File: config.mk
export PLATFORM = sky130hd
export DESIGN_NAME = instr_fetch_seq
export DESIGN_NICKNAME = d
export VERILOG_FILES = /design/src/rtl/proc_pkg.sv /design/src/rtl/instr_fetch_seq_branch_resolve.sv /design/src/rtl/instr_fetch_seq.sv
export SDC_FILE = /design/constraint.sdc
export NUM_CORES = 1
export LEC_CHECK = 0
export CORE_MARGIN = 2
export CORE_UTILIZATION = 38
export CTS_CLUSTER_DIAMETER = 30
export DETAILED_ROUTE_END_ITERATION = 8
export PLACE_DENSITY_LB_ADDON = 0.08
export SLEW_MARGIN = 20
export SYNTH_ARGS = -nofsm -noshare
export SYNTH_HDL_FRONTEND = slang
export SYNTH_SLANG_ARGS = --single-unit
export TNS_END_PERCENT = 1
File: constraint.sdc
create_clock -name clk -period 1.8 [get_ports clk]
set_input_delay 0.27 -clock clk [delete_from_list [all_inputs] [get_ports clk]]
set_output_delay 0.27 -clock clk [all_outputs]
set_load 0.05 [all_outputs]
File: src/rtl/proc_pkg.sv
// Shared constants for the 8-bit processor: opcodes, fetch FSM encoding, default widths.
package proc_pkg;

    localparam int PC_W_DEF    = 8;
    localparam int INSTR_W_DEF = 8;

    localparam logic [2:0] OP_R   = 3'b000;
    localparam logic [2:0] OP_MFI = 3'b001;
    localparam logic [2:0] OP_MW  = 3'b010;
    localparam logic [2:0] OP_MR  = 3'b011;
    localparam logic [2:0] OP_J   = 3'b100;
    localparam logic [2:0] OP_JCE = 3'b101;
    localparam logic [2:0] OP_MB  = 3'b110;
    localparam logic [2:0] OP_JCN = 3'b111;

    typedef enum logic [1:0] {
        FETCH = 2'd0,
        WAIT  = 2'd1,
        EXEC  = 2'd2
    } fetch_state_e;

endpackage

File: src/rtl/instr_fetch_seq_branch_resolve.sv
// Next-PC selection: jump target when taken, otherwise pc+1 with natural wrap.
module branch_resolve #(
    parameter int PC_W = 8
) (
    input  logic            j,
    input  logic            jc,
    input  logic            neq,
    input  logic            eq,
    input  logic [PC_W-1:0] pc,
    input  logic [PC_W-1:0] jmp_target,
    output logic [PC_W-1:0] next_pc
);

    logic taken;

    // j alone is enough, so it dominates whenever jc is also high
    assign taken   = j | (jc & (eq ^ neq));
    assign next_pc = taken ? jmp_target : pc + {{(PC_W-1){1'b0}}, 1'b1};

endmodule

File: src/rtl/instr_fetch_seq.sv
// Fetch/sequencing stage: PC, req/ack instruction fetch, IR and branch-driven PC update.
// Optional retired-instruction counter enabled by defining INSTR_COUNT_EN.
module instr_fetch_seq
    import proc_pkg::*;
#(
    parameter int PC_W    = PC_W_DEF,
    parameter int INSTR_W = INSTR_W_DEF
) (
    input  logic               clk,
    input  logic               rst,
    output logic [PC_W-1:0]    imem_addr,
    output logic               imem_req,
    input  logic               imem_ack,
    input  logic [INSTR_W-1:0] imem_rdata,
    output logic [2:0]         opcode,
    output logic [INSTR_W-4:0] imm,
    output logic               ir_valid,
    input  logic               exec_stall,
    input  logic               j,
    input  logic               jc,
    input  logic               neq,
    input  logic               eq,
    input  logic [PC_W-1:0]    jmp_target,
`ifdef INSTR_COUNT_EN
    output logic [15:0]        instr_count,
`endif
    output logic [PC_W-1:0]    pc
);

    fetch_state_e       state, state_nxt;
    logic [INSTR_W-1:0] ir;
    logic [PC_W-1:0]    next_pc;
    logic               ir_load;
    logic               pc_adv;

    always_ff @(posedge clk or posedge rst) begin
        if (rst) state <= FETCH;
        else     state <= state_nxt;
    end

    always_comb begin
        state_nxt = state;
        ir_load   = 1'b0;
        pc_adv    = 1'b0;
        case (state)
            FETCH, WAIT: begin
                if (imem_ack) begin
                    ir_load   = 1'b1;
                    state_nxt = EXEC;
                end else begin
                    state_nxt = WAIT;
                end
            end
            EXEC: begin
                if (!exec_stall) begin
                    pc_adv    = 1'b1;
                    state_nxt = FETCH;
                end
            end
            default: state_nxt = FETCH;
        endcase
    end

    // Gating with rst keeps req low during reset and drops it immediately on a mid-fetch reset
    assign imem_req  = !rst && (state == FETCH || state == WAIT);
    assign ir_valid  = (state == EXEC);
    assign imem_addr = pc;
    assign opcode    = ir[INSTR_W-1:INSTR_W-3];
    assign imm       = ir[INSTR_W-4:0];

    branch_resolve #(.PC_W(PC_W)) u_branch (
        .j          (j),
        .jc         (jc),
        .neq        (neq),
        .eq         (eq),
        .pc         (pc),
        .jmp_target (jmp_target),
        .next_pc    (next_pc)
    );

    always_ff @(posedge clk or posedge rst) begin
        if (rst) begin
            pc <= '0;
            ir <= '0;
        end else begin
            if (ir_load) ir <= imem_rdata;
            if (pc_adv)  pc <= next_pc;
        end
    end

`ifdef INSTR_COUNT_EN
    logic [15:0] count;

    always_ff @(posedge clk or posedge rst) begin
        if (rst)         count <= 16'd0;
        else if (pc_adv) count <= count + 16'd1;
    end

    assign instr_count = count;
`endif

endmodule
Word level (Yosys, flattened, before mapping)
Cells that the tools add are included.

Register bits: 18. Bits of input ports: 24. Output and inout port bits: 26. Logic and storage cells: 23.

Add/sub/neg operators: 1. Equality and inequality tests: 3. Muxes and demuxes: 8. Bitwise operators: 3. Reductions and logical operators: 5.

Operators with widths (number): 8-bit by 1-bit adder with 8-bit output, second input constant (1); 8-bit two-way mux (1); 1-bit two-way mux (4); 2-bit two-way mux (2); 2-bit case mux with 2 select lines (1); 2-bit by 1-bit equality test with 1-bit output, second input constant (1); 2-bit equality test, second input constant (1); 2-bit logical NOT (1); 2-bit != test, second input constant (1); 2-bit OR reduction (1); 1-bit bitwise AND (1); 1-bit logical AND (1); 1-bit logical NOT (1); 1-bit logical OR (1); 1-bit bitwise OR (1); 1-bit bitwise XOR (1).

Logic depth before layout (Yosys ltp)
Gate-level depths: netlist (run 1).

Word-level depth: 4. Depth in mapped cells: 5.

Cells and area by module
Synthesis (run 1) repeated with hierarchy kept, for this count alone.

Cell total of the unflattened synthesis: 83. Area, all modules: 977.2 um^2.

Modules (own cells, without submodules): instr_fetch_seq (instances 1, cells each 50, area an instance 747.0 um^2); branch_resolve (instances 1, cells each 33, area an instance 230.2 um^2).

Worst setup path after synthesis (run 1)
No wires, ideal clock.

Kind: register -> register. From: register state[1]. To: register pc[2], in the netlist imem_addr[2]. Data arrival time: 1.870 ns. Setup slack: -0.157 ns. Stages on the path, launching flop included: 6. Path buffers: 1. Clock period less this slack: 1.957 ns. Cell sequence: dfrtp_1 -> nor2b_1 -> nor2b_1 -> clkbuf_1 -> o21ai_0 -> a22oi_1.

Word-level cells in the longest chain between the ends: 2.

Ends and longest elaborated chain: start, declared (line instr_fetch_seq.sv:30) `fetch_state_e state, state_nxt;`; start signal, assigned (line instr_fetch_seq.sv:38) `else state <= state_nxt;`; 2-bit equality test; named net ir_valid (line instr_fetch_seq.sv:17) `output logic ir_valid,`; 1-bit two-way mux (line instr_fetch_seq.sv:45) `case (state)`; end signal, assigned (line instr_fetch_seq.sv:87) `if (pc_adv) pc <= next_pc;`; end, declared (line instr_fetch_seq.sv:27) `output logic [PC_W-1:0] pc`.

The timed path passes the listed nets, and every way through them passes these cells. A chain may end at the register's enable or synchronous reset.

Worst setup path after layout (run 1)
From: register ir[5]. To: output port opcode[0].

RTL lines: start, declared (line instr_fetch_seq.sv:31) `logic [INSTR_W-1:0] ir;`; start signal, assigned (line instr_fetch_seq.sv:86) `if (ir_load) ir <= imem_rdata;`; end, declared (line instr_fetch_seq.sv:15) `output logic [2:0] opcode,`.

No word-level cell between the ends.

==> flow_summary.ini, run 1 <==
[critical_path]
endpoint_kind = primary output
crit_buf_inv = 1
crit_type = reg2out
critPathLaunch = ir[5]$_DFFE_PP0P_
crit_required_ns = 1.53
critical_path.top_delay_family = buffers and inverters
max_stage_delay_ns = 0.82
crit_chain = clkdlybuf4s50_1
timing.rr.start = state[0]$_DFFE_PP0P_
crit_fanout = 2
path_depth = 1
ff2ff_path_depth = 4
reg2reg_slack_ns = 0.22
rr_endpoint = imem_addr[5]$_DFFE_PP0P_
start_kind = register
crit_end = opcode[0]
crit_slowest_cell = clkdlybuf4s50_1
worstPathArrival_ns = 1.46

[yosys]
netlist_top_cells_area = dfrtp_1, mux2_2, buf_4
ys_ff_latch = 18
yosysTopAreaCellShare_pct = 47.4
netlist_area_sq_um = 951
synthCells = 90
ys_warn_count = 0
synthesis.nets = 115
yosysTopAreaCell = dfrtp_1
seq_area_frac_synth_pct = 47.4
avgSynthCellArea_sq_um = 10.6
yosysUniqueCellTypes = 28

[place]
io_buffers = 49
place_congestion = 0.826
place_hpwl_um = 1730
place_inst = 164

[route]
wirelength_um = 2250
detail-route-antenna-nets = 0
initialDrtViolationCount = 7
drcViolationCount = 0
wl_per_cell_um = 13.4
vias = 875
drtPass1Iterations = 4
vias_per_cell = 5.24

[final_layout]
utilization_pct = 59.5
syn_to_final_growth_pct = 52.1
post_route_cells_drive_above_1_share_pct = 27.0
antennaDiodeCount = 0
fin_nets = 164
final_cell_mix = clkdlybuf4s50_1, buf_4, dfrtp_1, mux2_2
layout.cells.non_filler = 167
fillers = 236
final_common_cell = clkdlybuf4s50_1

[floorplanning]
num_rows = 18
io_pins = 50
dieArea_sq_mm = 0.00292
initial_utilization_pct = 39.1
die_h_um = 54.0
core_sq_mm = 0.00243
dieWidth_um = 54.0

[sta]
worst_clock_skew_ns = 0.00525
relSlewSlack_pct = 65.5
setup_viol = 0
final.min_clock_period_ns = 1.73
tightest_slew_ns = 0.516
drv_slew = 0
finalCritPeriodShare_pct = 96.2
final-hold-violation-count = 0
fmax_mhz = 577
rsz0062_at_grt = false

[global_route]
overflow = 0
grt_pass1_vias = 882
antenna_found_initial = 0
grt_pass1_wl_um = 3510
grt_usage_pct = 16.8
grt_max_degree = 19

[power_and_ir_drop]
total_power_w = 0.00231
powerDensity_mw_per_mm2 = 1600
p_leak_nw = 0.640
vdd_drop_max_v = 0.000938

[clock_tree]
clock_path_buffers = 2
cts_htree_levels = 1
cts_num_sinks = 18
cts_buffers = 3
cts_tree = built
cts_root_buffer = clkbuf_4
postCtsHoldBufs = 0
ctsResizeCount = 0
clk_latency_ns = 0.28
cts_setup_buffers = 0
clk_pin_slew_ns = 0.10

[run_status]
status = completed

[run]
maxCapViolations = 0

[min_path]
hp-class = in2async
==> state kept, by name, summed over array words and instances, names as in the netlist <==
name       count
imem_addr      8
ir             8
state          2
==> Yosys cell counts <==
cell type,instances
dfrtp_1,18
buf_4,8
mux2_2,8
nand2_1,7
nand3_1,7
a21oi_1,5
mux2i_1,5
a2bb2oi_1,4
nor2_1,3
a21o_1,2
buf_2,2
clkbuf_1,2
inv_1,2
nand4_1,2
nor2b_1,2
a22oi_1,1
a31oi_1,1
and2b_1,1
and3_1,1
and4_1,1
ha_1,1
o21ai_0,1
o221ai_1,1
o311ai_1,1
or2_0,1
or3b_1,1
or4_1,1
xor2_1,1
==> worst register-to-register path: stages (launching register included) <==
cell and delay (ns):
dfrtp_1 0.39, or3b_1 0.39, or2_0 0.24, or4_1 0.41
nand3_1 0.09
==> where the power goes <==
part           internal, W  switching, W  leakage, nW  total, W
clock network    0.0000776      0.000112       0.0138  0.000190
registers         0.000525      0.000143        0.209  0.000668
logic             0.000485      0.000966        0.418   0.00145
total              0.00109       0.00122        0.640   0.00231
==> how the worst min path moves through the flow <==
| stage | from | end | slack (ns) | cells past startpoint |
|---|---|---|---|---|
| 2_1_floorplan | rst | imem_addr[0]$_DFFE_PP0P_ | 0.21 | 1 |
| 4_1_cts | rst | state[0]$_DFFE_PP0P_ | 0.32 | 3 |
| 3_5_place_dp | state[1]$_DFFE_PP0P_ | state[0]$_DFFE_PP0P_ | 0.49 | 1 |
| 6_report | rst | state[0]$_DFFE_PP0P_ | 0.33 | 3 |
| 5_1_grt | rst | state[0]$_DFFE_PP0P_ | 0.35 | 3 |
| 3_3_place_gp | state[1]$_DFFE_PP0P_ | state[0]$_DFFE_PP0P_ | 0.48 | 1 |
==> metal layers <==
layer / wire length, um / GRT usage [%]
met3: 159 / 3.33
met5: 0 / 0
met1: 904 / 18.4
met4: 11 / 8.75
met2: 1170 / 30.5
==> cell type report <==
cell class,instances,area [sq um],share of cell area [%]
inverters,2,7.51,0.519
multi-input cells,58,418,28.9
well taps,30,37.5,2.60
repair buffers,56,510,35.3
clock buffers,3,22.5,1.56
flip-flops and latches,18,450,31.1
==> per-stage QoR <==
step / hold slack (ns) / setup WS (ns) / setup TNS, ns / cell area (sq um)
final: 0.328 / 0.0675 / 0 / 1450
after global routing: 0.350 / 0.00421 / 0 / 1450
after CTS: 0.323 / 0.0351 / 0 / 1450
after detailed placement: 0.490 / -0.0849 / -0.0849 / 1420
after global placement: 0.479 / -0.0310 / -0.0310 / 1420
after floorplan: 0.209 / 0.133 / 0 / 953
==> kinds of logic after synthesis <==
group           count (synthesis)  share of synthesized area, %
compound gates                 16                          11.7
buf+inv                        14                          8.95
xor+xnor                        1                         0.921
flops                          18                          47.4
simple gates                   27                          15.0
mux                            13                          14.7
fa+ha+maj                       1                          1.32
Note: power is estimated with default switching activity, not from simulation.
==> inputs of run 2 (changes only) <==
Settings changed: CTS_CLUSTER_SIZE set to 20, SLEW_MARGIN 20 to not set.
==> results of run 2 <==
Same layout as run 1: the final DEF is identical, and so are final timing and power.
